**src/rtl/fpu_issue_ctrl.sv**
```systemverilog
// fpu_issue_ctrl
//   Issue/writeback controller between the FP decode stage and a pipelined
//   FPU with a 4/5/6-cycle latency. It accepts decoded instructions over a
//   valid/ready handshake. It stalls on RAW/WAW register hazards and on
//   writeback-slot collisions, pulses the FPU start, and tags each in-flight
//   operation with its destination register. Results are written back one
//   cycle after the FPU signals ready. Exception flags accumulate into a
//   sticky fflags register.
//
// Ports
//   clk, rst                  clock, synchronous active-high reset
//   issue_valid/issue_ready   decode handshake
//   issue_funct7/funct3       operation encoding / rounding mode
//   issue_rd, issue_rs1..3    destination and source registers
//   issue_uses_rs3            rs3 is a real operand (FMA family)
//   fpu_op, fpu_funct7/3      FPU start pulse and operation fields
//   fpu_result/flags/ready    FPU completion
//   wb_valid, wb_rd, wb_data  register-file write port
//   fflags, fflags_clr        sticky exception flags and CSR clear
//   idle                      nothing in flight
//   err                       sticky protocol-violation flag
//
// Optional feature: define FPU_ISSUE_CHECK_EN to check the FPU ready
// protocol against the reservation register. Without it, err is tied low
// and fpu_ready is trusted blindly.
module fpu_issue_ctrl #(
    parameter int MAX_LAT = 6,
    parameter int NREGS   = 32
) (
    input  logic        clk,
    input  logic        rst,
    input  logic        issue_valid,
    output logic        issue_ready,
    input  logic [6:0]  issue_funct7,
    input  logic [2:0]  issue_funct3,
    input  logic [4:0]  issue_rd,
    input  logic [4:0]  issue_rs1,
    input  logic [4:0]  issue_rs2,
    input  logic [4:0]  issue_rs3,
    input  logic        issue_uses_rs3,
    output logic        fpu_op,
    output logic [6:0]  fpu_funct7,
    output logic [2:0]  fpu_funct3,
    input  logic [31:0] fpu_result,
    input  logic [4:0]  fpu_flags,
    input  logic        fpu_ready,
    output logic        wb_valid,
    output logic [4:0]  wb_rd,
    output logic [31:0] wb_data,
    output logic [4:0]  fflags,
    input  logic        fflags_clr,
    output logic        idle,
    output logic        err
);
    localparam int LW = $clog2(MAX_LAT + 1);

    // res_v[k] set means fpu_ready is due k cycles from now; res_tag[k] is
    // the destination register of that operation.
    logic [MAX_LAT:0] res_v;
    logic [4:0]       res_tag [0:MAX_LAT];
    logic [NREGS-1:0] busy;

    logic [LW-1:0]    lat;
    logic             stall;
    logic             accept;
    logic             done;
    logic [MAX_LAT:0] ins;
    logic [NREGS-1:0] set_mask;
    logic [NREGS-1:0] clr_mask;

    function automatic logic [LW-1:0] lat_of(input logic [6:0] f7);
        case (f7[6:2])
            5'b00000, 5'b00001: lat_of = LW'(4);
            5'b00010:           lat_of = LW'(5);
            default:            lat_of = LW'(6);
        endcase
    endfunction

    // Issue stage: hazard and slot checks, start pulse
    always_comb begin
        lat         = lat_of(issue_funct7);
        stall       = res_v[lat]
                    | busy[issue_rs1]
                    | busy[issue_rs2]
                    | (busy[issue_rs3] & issue_uses_rs3)
                    | busy[issue_rd];
        issue_ready = ~rst & ~stall;
        accept      = issue_valid & issue_ready;
        // The reservation shifts at the same edge the tag is inserted, so a
        // latency-L op lands one slot below L.
        ins         = accept ? ((MAX_LAT + 1)'(1) << (lat - LW'(1))) : '0;
        set_mask    = accept ? (NREGS'(1) << issue_rd) : '0;
        // busy stays set through the writeback cycle itself, which is what
        // holds a dependent instruction off until T+L+2.
        clr_mask    = wb_valid ? (NREGS'(1) << wb_rd) : '0;
`ifdef FPU_ISSUE_CHECK_EN
        done        = fpu_ready & res_v[0];
`else
        done        = fpu_ready;
`endif
    end

    assign fpu_op     = accept;
    assign fpu_funct7 = issue_funct7;
    assign fpu_funct3 = issue_funct3;
    assign idle       = ~|res_v & ~|busy & ~wb_valid;

    // Reservation / writeback stage
    always_ff @(posedge clk) begin
        if (rst) begin
            res_v    <= '0;
            busy     <= '0;
            wb_valid <= 1'b0;
            wb_rd    <= 5'd0;
            wb_data  <= 32'd0;
            fflags   <= 5'd0;
        end else begin
            res_v    <= {1'b0, res_v[MAX_LAT:1]} | ins;
            busy     <= (busy & ~clr_mask) | set_mask;
            wb_valid <= done;
            if (done) begin
                wb_rd   <= res_tag[0];
                wb_data <= fpu_result;
            end
            // A clear still keeps the flags of a same-cycle completion.
            if (fflags_clr)
                fflags <= done ? fpu_flags : 5'd0;
            else if (done)
                fflags <= fflags | fpu_flags;
        end
    end

    always_ff @(posedge clk) begin
        for (int k = 0; k < MAX_LAT; k++)
            res_tag[k] <= ins[k] ? issue_rd : res_tag[k+1];
        if (ins[MAX_LAT])
            res_tag[MAX_LAT] <= issue_rd;
    end

`ifdef FPU_ISSUE_CHECK_EN
    logic err_q;

    // Ready without a reservation, or a reservation without ready.
    always_ff @(posedge clk) begin
        if (rst)
            err_q <= 1'b0;
        else if (fpu_ready != res_v[0])
            err_q <= 1'b1;
    end

    assign err = err_q;
`else
    assign err = 1'b0;
`endif

endmodule

```
**config.mk**
```make
export PLATFORM = sky130hd
export DESIGN_NAME = fpu_issue_ctrl
export DESIGN_NICKNAME = d
export VERILOG_FILES = /design/src/rtl/fpu_issue_ctrl.sv
export SDC_FILE = /design/constraint.sdc
export NUM_CORES = 1
export LEC_CHECK = 0
export CAP_MARGIN = 20
export CORE_MARGIN = 2
export CORE_UTILIZATION = 35
export CTS_CLUSTER_DIAMETER = 40
export DETAILED_ROUTE_END_ITERATION = 6
export GPL_TIMING_DRIVEN = 0
export SETUP_SLACK_MARGIN = 0.02
export SLEW_MARGIN = 10
export SYNTH_ARGS = -nofsm -noshare
export SYNTH_HDL_FRONTEND = slang
export SYNTH_SLANG_ARGS = --single-unit
```
**constraint.sdc**
```tcl
create_clock -name clk -period 3.7 [get_ports clk]
set_input_delay 0.74 -clock clk [delete_from_list [all_inputs] [get_ports clk]]
set_output_delay 0.74 -clock clk [all_outputs]
set_load 0.05 [all_outputs]
```
### Yosys cells after proc, flatten, opt, wreduce, memory -nomap -nowiden

Memory sizes are Yosys's and may differ from the RTL's. A register that Yosys moved wholly into a read port is not among the register bits.
Index checks and enable logic that the tools add are counted.
Widths: inputs -> output; s select.

* RAM bits: 35
* memories: 1
* output and inout bits: 57
* bits in registers: 77
* bits of input ports: 73

* reductions and logical operators: 7
* $lt $le $gt $ge: 5
* add/sub/neg operators: 1
* equality and inequality tests: 2
* bitwise operators: 17
* shifts and indexed selects: 3
* multiplexer cells: 25

Memories
* res_tag: depth 7, width 5, rd ports 7, clocked after Yosys merged registers in 1, wr ports 7, RTL line 60 `logic [4:0] res_tag [0:MAX_LAT];`

Operator list (number)
* $mux 32: 2
* $shl 1x5->32 const A: 2
* $mux 5: 9
* $and 32x32->32: 1
* $not 32->32: 1
* $or 32x32->32: 1
* $reduce_or 32->1: 1
* $lt 5x6->1 const B: 4
* $bmux 1 s5: 4
* $mux 1: 7
* $mux 7: 1
* $or 6x7->7: 1
* $reduce_or 7->1: 1
* $shl 1x3->7 const A: 1
* $and 1x1->1: 5
* $eq 5x1->1 const B: 1
* $eq 5x2->1 const B: 1
* $logic_not 5->1: 1
* $or 5x5->5: 1
* $lt 3x4->1 const B: 1
* $or 1x1->1: 4
* $pmux 2 s2: 1
* $bmux 1 s3: 1
* $not 1->1: 3
* 4 further kinds: 5

### Depth between registers and ports, before layout

Gate-level depths: netlist of the first run.

* depth in word-level cells: 15
* gate-level depth with buffers: 9
* gate-level depth less buffers: 6

### Worst setup path before layout of the first run

No wires, ideal clock.

* path type: input -> output
* start point: input issue_rs1[0]
* end point: output fpu_op
* required time: 2.960 ns
* setup slack: -0.750 ns
* data arrival time: 3.710 ns
* stages on the path: 8
* cells stage by stage: clkbuf_1 mux4_2 nand2b_1 nand3_1 and4_1 buf_4 nand3_1 nor4bb_1

* word-level cells in the longest chain between the ends: 9

RTL lines
* from (decl): RTL line 37 `input logic [4:0] issue_rs1,`
* $bmux 1 s5: RTL line 83 `| busy[issue_rs1]`
* $mux 1 (implied by the code): RTL line 83
* $or 1x1->1: RTL line 83
* $or 1x1->1: RTL line 84 `| busy[issue_rs2]`
* $or 1x1->1: RTL line 85 `| (busy[issue_rs3] & issue_uses_rs3)`
* $or 1x1->1: RTL line 86 `| busy[issue_rd];`
* $not 1->1: RTL line 87 `issue_ready = ~rst & ~stall;`
* $and 1x1->1: RTL line 87
* $and 1x1->1: RTL line 88 `accept = issue_valid & issue_ready;`
* to (decl): RTL line 41 `output logic fpu_op,`

No other way between the ends. The select of a mux whose other input is x is not followed.

### Worst setup path after layout of the first run

* start point: input issue_rd[4]
* end point: output fpu_op

* word-level cells in the longest chain between the ends: 6

RTL lines
* from (decl): RTL line 36 `input logic [4:0] issue_rd,`
* $bmux 1 s5: RTL line 86
* $mux 1 (implied by the code): RTL line 86
* $or 1x1->1: RTL line 86
* $not 1->1: RTL line 87
* $and 1x1->1: RTL line 87
* $and 1x1->1: RTL line 88

No other way between the ends. The select of a mux whose other input is x is not followed.

==> results of run 1 <==
-- critical path, stage by stage --
cell and delay [ns]:
clkdlybuf4s50_1 0.49, clkbuf_2 0.26, inv_1 0.13, a311oi_1 0.05, and3_1 0.25, a211oi_4 0.25, nand3_2 0.16, nor4bb_4 0.31
buf_6 0.19
-- routing by layer --
| metal | GRT usage | part of all wire |
|---|---|---|
| met5 | 0 | 0 |
| met4 | 0.0826 | 0.029 |
| met3 | 0.0485 | 0.075 |
| met2 | 0.320 | 0.47 |
| met1 | 0.256 | 0.42 |
-- path summary, 6_finish.rpt --
path,startpoint,to,depth (start not counted)
worst max-delay path,issue_rd[4],fpu_op,9
worst min-delay path,res_tag[2][1],res_tag[1][1],1
worst max register to register,busy[15],busy[27],8
worst min register to register,res_tag[2][1],res_tag[1][1],1
-- cells in the mapped netlist, types with 2 or more instances --
cell | count | area share
mux2_1 | 3 | 0.0060
o21ai_0 | 32 | 0.029
nand3_1 | 25 | 0.022
nor3_1 | 3 | 0.0027
nor4_1 | 10 | 0.011
buf_2 | 5 | 0.0045
nor3b_1 | 3 | 0.0040
and3_1 | 2 | 0.0022
a311o_1 | 2 | 0.0036
a2111oi_0 | 6 | 0.0094
a22oi_1 | 11 | 0.015
nand4_2 | 3 | 0.0067
buf_6 | 5 | 0.010
nand2_1 | 29 | 0.019
mux4_2 | 14 | 0.056
a2111oi_2 | 4 | 0.011
mux2i_1 | 70 | 0.12
nor2_1 | 58 | 0.039
nand4_1 | 7 | 0.0078
nor2b_1 | 15 | 0.017
nand2b_1 | 11 | 0.012
inv_1 | 10 | 0.0067
buf_4 | 12 | 0.016
o22ai_1 | 3 | 0.0033
dfxtp_1 | 112 | 0.40
a21oi_1 | 8 | 0.0071
clkbuf_1 | 37 | 0.025
o311ai_0 | 8 | 0.012
nand3b_1 | 2 | 0.0027
edfxtp_1 | 5 | 0.027
mux2_2 | 16 | 0.032
o211ai_1 | 13 | 0.017
-- timing repair --
item / in CTS / in global routing
endpoints found under the setup margin: 2 / 2
pin swaps: 5 / 7
gates resized for setup: 22 / 32
buffers inserted: 5 / 4
-- kinds of logic (layout without fill, tap and decap cells) --
family / after synthesis / count (layout) / synth area share
other: 1 / 7 / 0.000668
buffers and inverters: 70 / 226 / 0.0627
flip-flops: 117 / 117 / 0.426
multiplexers: 104 / 104 / 0.224
AO/OA/AOI/OAI: 98 / 98 / 0.130
AND/OR/NAND/NOR: 174 / 174 / 0.156
-- metrics by stage --
step	area [um^2]	setup slack (ns)	total power (W)	setup TNS (ns)
floorplan	5640	-0.251	0.00173	-0.251
global placement	7070	-1.26	0.00193	-3.60
detailed placement	7070	-1.32	0.00193	-6.34
CTS	7750	0.0213	0.00361	0
global route	7850	0.0244	0.00372	0
finish	7850	0.120	0.00359	0
-- cell type report --
cell class | instances | area (um^2)
Tap cell | 216 | 270
Multi-Input combinational cell | 383 | 2980
Fill cell | 1506 | 7920
Clock buffer | 24 | 523
Sequential cell | 117 | 2390
Clock inverter | 8 | 92.6
Buffer | 60 | 335
Inverter | 10 | 37.5
Timing Repair Buffer | 124 | 1220
-- sequential cells by signal, indices dropped and copies added, names as in the netlist --
register and flops:
res_v 7, wb_valid 1, res_tag 35, busy 32, wb_rd 5, fflags 5, wb_data 32
-- power by group through the flow --
stage | sequential, W | combinational (W) | clock (W)
floorplan | 0.00149 | 0.000244 | 0
global placement | 0.00140 | 0.000529 | 0
detailed placement | 0.00140 | 0.000535 | 0
CTS | 0.00138 | 0.000545 | 0.00169
global route | 0.00138 | 0.000587 | 0.00175
finish | 0.00137 | 0.000553 | 0.00166
==> results.py, run 1 <==
metrics = {
    "logic_synthesis": {
        "synth-seq-area-share": 0.426,
        "synth_cells": 564,
        "synth_area_per_cell_um2": 9.95,
        "synth-edff-count": 5,
        "ys_ff_latch": 117,
        "syn_area_mm2": 0.00561,
        "async_reset_ff_frac": 0,
        "yosysWarningCount": 0,
        "ys_types": 52,
        "ys.flop_type": "dfxtp_1",
    },
    "placed_design": {
        "gp_congestion": 0.932,
        "placedCellCount": 901,
        "port-buffer-count": 115,
        "dp_hpwl_mm": 12.4,
    },
    "timing": {
        "worst_slew_pin_slew_ns": 0.815,
        "fin_skew_ns": 0.00798,
        "hold_violations": 0,
        "whs_ns": 0.399,
        "final-max-slew-violation-count": 0,
        "period_minus_slack_ns": 3.58,
        "fmaxAchievable_mhz": 279,
        "period_share": 0.968,
        "relSlewSlack": 0.457,
        "finalSetupViolations": 0,
        "rsz0062_at_grt": "false",
    },
    "clock_network": {
        "cts_sinks": 117,
        "cts_tree": "built",
        "htreeDepth": 4,
        "cts_buffer_depth": 2,
        "cts.clk_slew.worst_paths_ns": 0.05,
        "ctsHoldBuffers": 0,
        "clk_root_buffer_cell": "clkbuf_16",
        "clock_latency_ns": 0.41,
        "cts_made_buffers": 17,
    },
    "grt": {
        "grt_pass1_wl_mm": 25.6,
        "grt_antenna_before_repair": 0,
        "grt_pass1_vias": 4787,
        "grtUsageTotal": 0.199,
        "grt_max_degree": 17,
        "grt_overflow": 0,
    },
    "setup_path": {
        "startpoint_type": "primary input",
        "crit_type": "primary input to output port",
        "cp-end-kind": "output port",
        "crit_fanout": 10,
        "cp.arrival_ns": 2.84,
        "worstPathRequired_ns": 2.96,
        "regToRegSetupSlack_ns": 0.86,
    },
    "worst_hold_path": {
        "min_path_type": "flip-flop to flip-flop",
    },
    "job": {
        "maxCapViolCount": 0,
    },
    "floorplan": {
        "fp.dieW_um": 131,
        "placementRows": 46,
        "start_util": 0.356,
        "die_y_um": 131,
        "coreArea_mm2": 0.0158,
        "dieArea_mm2": 0.0171,
        "ios": 130,
    },
    "power": {
        "leakage_nw": 3.09,
        "sequentialPowerShare": 0.383,
        "peakVddDrop_uv": 254,
        "clockPowerShare": 0.462,
        "p_int_w": 0.00269,
        "powerDensity_mw_per_mm2": 457,
        "p_sw_frac": 0.250,
        "p_sw_w": 0.000895,
        "combPwrFrac": 0.154,
    },
    "layout": {
        "final_common_cell": "dfxtp_1",
        "final_cell_mix": "dfxtp_1 (112), clkdlybuf4s50_1 (107), mux2i_1 (70)",
        "fin_nets": 786,
        "n_antenna_cell": 0,
        "final_util": 0.498,
        "areaGrowthSynthToFinish_pct": 40.0,
        "final_cells": 942,
        "drive_gt1_frac": 0.175,
    },
    "route": {
        "vias": 5000,
        "drt_pass1_iterations": 5,
        "via_per_inst": 5.31,
        "wl_per_cell_um": 18.0,
        "drt_first_iter_violations": 346,
        "drtAntennaViolNets": 0,
        "routed_wl_mm": 17.0,
        "drc": 0,
    },
    "run_status": {
        "outcome": "complete, no violations",
    },
}
(Power assumes the default switching activity.)
==> run 2: changes to the inputs <==
--- a/config.mk
+++ b/config.mk
@@ -11,6 +11,7 @@
 export CTS_CLUSTER_DIAMETER = 40
 export DETAILED_ROUTE_END_ITERATION = 6
 export GPL_TIMING_DRIVEN = 0
+export PLACE_DENSITY = 0.55
 export SETUP_SLACK_MARGIN = 0.02
 export SLEW_MARGIN = 10
 export SYNTH_ARGS = -nofsm -noshare
==> run 2 against run 1 <==
Net effect:
- register-to-register slack better by 0.17 ns
- sequential power barely moved
- utilization down 0.89 points
- die area stayed put
- combinational power is 1% lower
- total power shrank 4.2%
- non-clock buffer count down 3
- maximum frequency fell by 0.18%
- sequential cell count unchanged
- setup slack lost 0.0066 ns
- count of clock-buffer cells in the layout fell by 2
- sequential share of layout area is 0.55 points higher
- largest cell class unchanged
==> results.py, run 2 (synthesis gave the netlist of run 1 again) <==
metrics = {
    "route": {
        "wl_per_cell_um": 18.1,
        "drc": 0,
        "vias": 4981,
        "drt_first_iter_violations": 223,
        "drtAntennaViolNets": 0,
        "routed_wl_mm": 17.0,
        "drt_pass1_iterations": 7,
        "via_per_inst": 5.30,
    },
    "timing": {
        "setup_ws_ns": 0.113,
        "period_minus_slack_ns": 3.59,
        "worst_slew_pin_slew_ns": 0.781,
        "fmaxAchievable_mhz": 279,
        "rsz0062_at_grt": "false",
        "final-max-slew-violation-count": 0,
        "period_share": 0.969,
        "fin_skew_ns": 0.0105,
        "hold_violations": 0,
        "relSlewSlack": 0.479,
        "finalSetupViolations": 0,
    },
    "setup_path": {
        "crit_type": "primary input to output port",
        "worst_path_max_delay_cell": "clkdlybuf4s50_1",
        "regToRegSetupSlack_ns": 1.03,
        "critPathMaxStageDelay_ns": 0.49,
        "reg2reg_depth": 6,
        "worstSetupStartpoint": "issue_funct7[5]",
        "startpoint_type": "primary input",
        "crit_fanout": 3,
        "rr_endpoint": "busy[26]",
        "crit_cells": 8,
        "cp-end-kind": "output port",
        "worstPathRequired_ns": 2.96,
        "cp_top_family": "compound AO/OA/AOI/OAI gates",
        "timing.rr.start": "busy[26]",
        "crit_end": "fpu_op",
        "worst-path-buf-inv": 2,
        "cp.arrival_ns": 2.85,
        "path_cells": "clkdlybuf4s50_1 -> a2111oi_4 -> nor2_1 -> a211oi_2 -> o311a_1 -> nand3_2 -> nor4bb_2 -> buf_4",
    },
    "grt": {
        "grt_pass1_vias": 5045,
        "grtUsageTotal": 0.205,
        "grt_max_degree": 17,
        "grt_antenna_before_repair": 0,
        "grt_pass1_wl_mm": 26.7,
        "grt_overflow": 0,
    },
    "clock_network": {
        "htreeDepth": 4,
        "cts_buffer_depth": 2,
        "cts_tree": "built",
        "ctsHoldBuffers": 0,
        "cts_sinks": 117,
        "cts.clk_slew.worst_paths_ns": 0.05,
        "clock_latency_ns": 0.40,
        "cts_made_buffers": 17,
        "clk_root_buffer_cell": "clkbuf_16",
    },
    "placed_design": {
        "dp_slack_ns": -1.29,
        "gp_congestion": 0.935,
        "dpl_cell_area_mm2": 0.00707,
        "dp_hpwl_mm": 12.5,
        "placedCellCount": 901,
        "port-buffer-count": 115,
    },
    "run_status": {
        "outcome": "complete, no violations",
    },
    "layout": {
        "areaGrowthSynthToFinish_pct": 37.5,
        "n_antenna_cell": 0,
        "drive_gt1_frac": 0.154,
        "seqCellArea_mm2": 0.00239,
        "reg.largest.list": "res_tag x35, busy x32, wb_data x32",
        "fill_cells": 1552,
        "top_register": "res_tag",
        "multi_input_area_mm2": 0.00293,
        "final_common_cell": "dfxtp_1",
        "final_area_mm2": 0.00771,
        "largest_register_ff_count": 35,
        "final_cell_mix": "dfxtp_1 (112), clkdlybuf4s50_1 (108), mux2i_1 (70)",
        "final_cells": 939,
        "fin_nets": 783,
    },
    "power": {
        "power_w": 0.00344,
        "powerDensity_mw_per_mm2": 446,
        "peakVddDrop_uv": 243,
        "leakage_nw": 2.99,
    },
    "floorplan": {
        "ios": 130,
        "placementRows": 46,
        "die_y_um": 131,
        "fp.dieW_um": 131,
        "dieArea_mm2": 0.0171,
        "start_util": 0.356,
        "coreArea_mm2": 0.0158,
    },
    "worst_hold_path": {
        "min_path_type": "flip-flop to flip-flop",
    },
    "job": {
        "maxCapViolCount": 0,
    },
}
## run 2: final cells by class
type / instances / area share
clock inverter: 10 / 0.0141
buffer: 60 / 0.0431
sequential: 117 / 0.310
clock buffer: 22 / 0.0576
tap: 216 / 0.0350
timing repair buffer: 121 / 0.155
multi-input combinational: 383 / 0.380
inverter: 10 / 0.00487
## run 2: how the worst min path moves through the flow
| stage | cells past startpoint | start | slack (ns) | to |
|---|---|---|---|---|
| finish | 1 | res_tag[2][0] | 0.40 | res_tag[1][0] |
| CTS | 1 | res_tag[1][1] | 0.41 | res_tag[0][1] |
| detailed placement | 1 | res_tag[3][3] | 0.39 | res_tag[2][3] |
| global route | 1 | res_tag[1][0] | 0.42 | res_tag[0][0] |
| floorplan | 1 | res_tag[1][0] | 0.38 | res_tag[0][0] |
| global placement | 1 | res_tag[2][3] | 0.39 | res_tag[1][3] |
## run 2: repair_timing
item	CTS	global route
buffers inserted	2	4
gates resized for setup	24	12
setup endpoints to repair	2	2
pin swaps	2	2
## run 2: through the flow
stage,TNS [ns],hold slack (ns),util
after global placement,-3.84,0.394,0.448
after CTS,0,0.405,0.486
final,0,0.400,0.489
after detailed placement,-4.32,0.391,0.448
after floorplan,-0.251,0.382,-
after global routing,0,0.420,0.489
## run 2: report_power, final
part / switching (W) / internal, W / leakage, nW
combinational: 0.000315 / 0.000231 / 1.76
clock: 0.000534 / 0.000983 / 0.258
sequential: 0.0000335 / 0.00134 / 0.972
## run 2: per-layer routing
| layer | up-vias | share of wire | global-route usage |
|---|---|---|---|
| met3 | 30 | 0.072 | 0.0599 |
| met5 | - | 0 | 0 |
| li1 | 2345 | - | - |
| met1 | 2399 | 0.44 | 0.262 |
| met4 | 0 | 0.019 | 0.0670 |
| met2 | 207 | 0.47 | 0.334 |
## run 2: worst register-to-register path, cell delays in order (launching register included)
cell       delay (ns)
dfxtp_1          0.43
mux4_2           0.51
mux2i_1          0.18
o221ai_2         0.26
a2111oi_0        0.44
nand4_1          0.45
o21ai_0          0.32
==> run 3: changes to the inputs <==
--- a/config.mk
+++ b/config.mk
@@ -5,6 +5,7 @@
 export SDC_FILE = /design/constraint.sdc
 export NUM_CORES = 1
 export LEC_CHECK = 0
+export ABC_CLOCK_PERIOD_IN_PS = 3700
 export CAP_MARGIN = 20
 export CORE_MARGIN = 2
 export CORE_UTILIZATION = 35
==> results of run 3 <==
No change in the layout: final DEF, timing and power equal those of run 2.
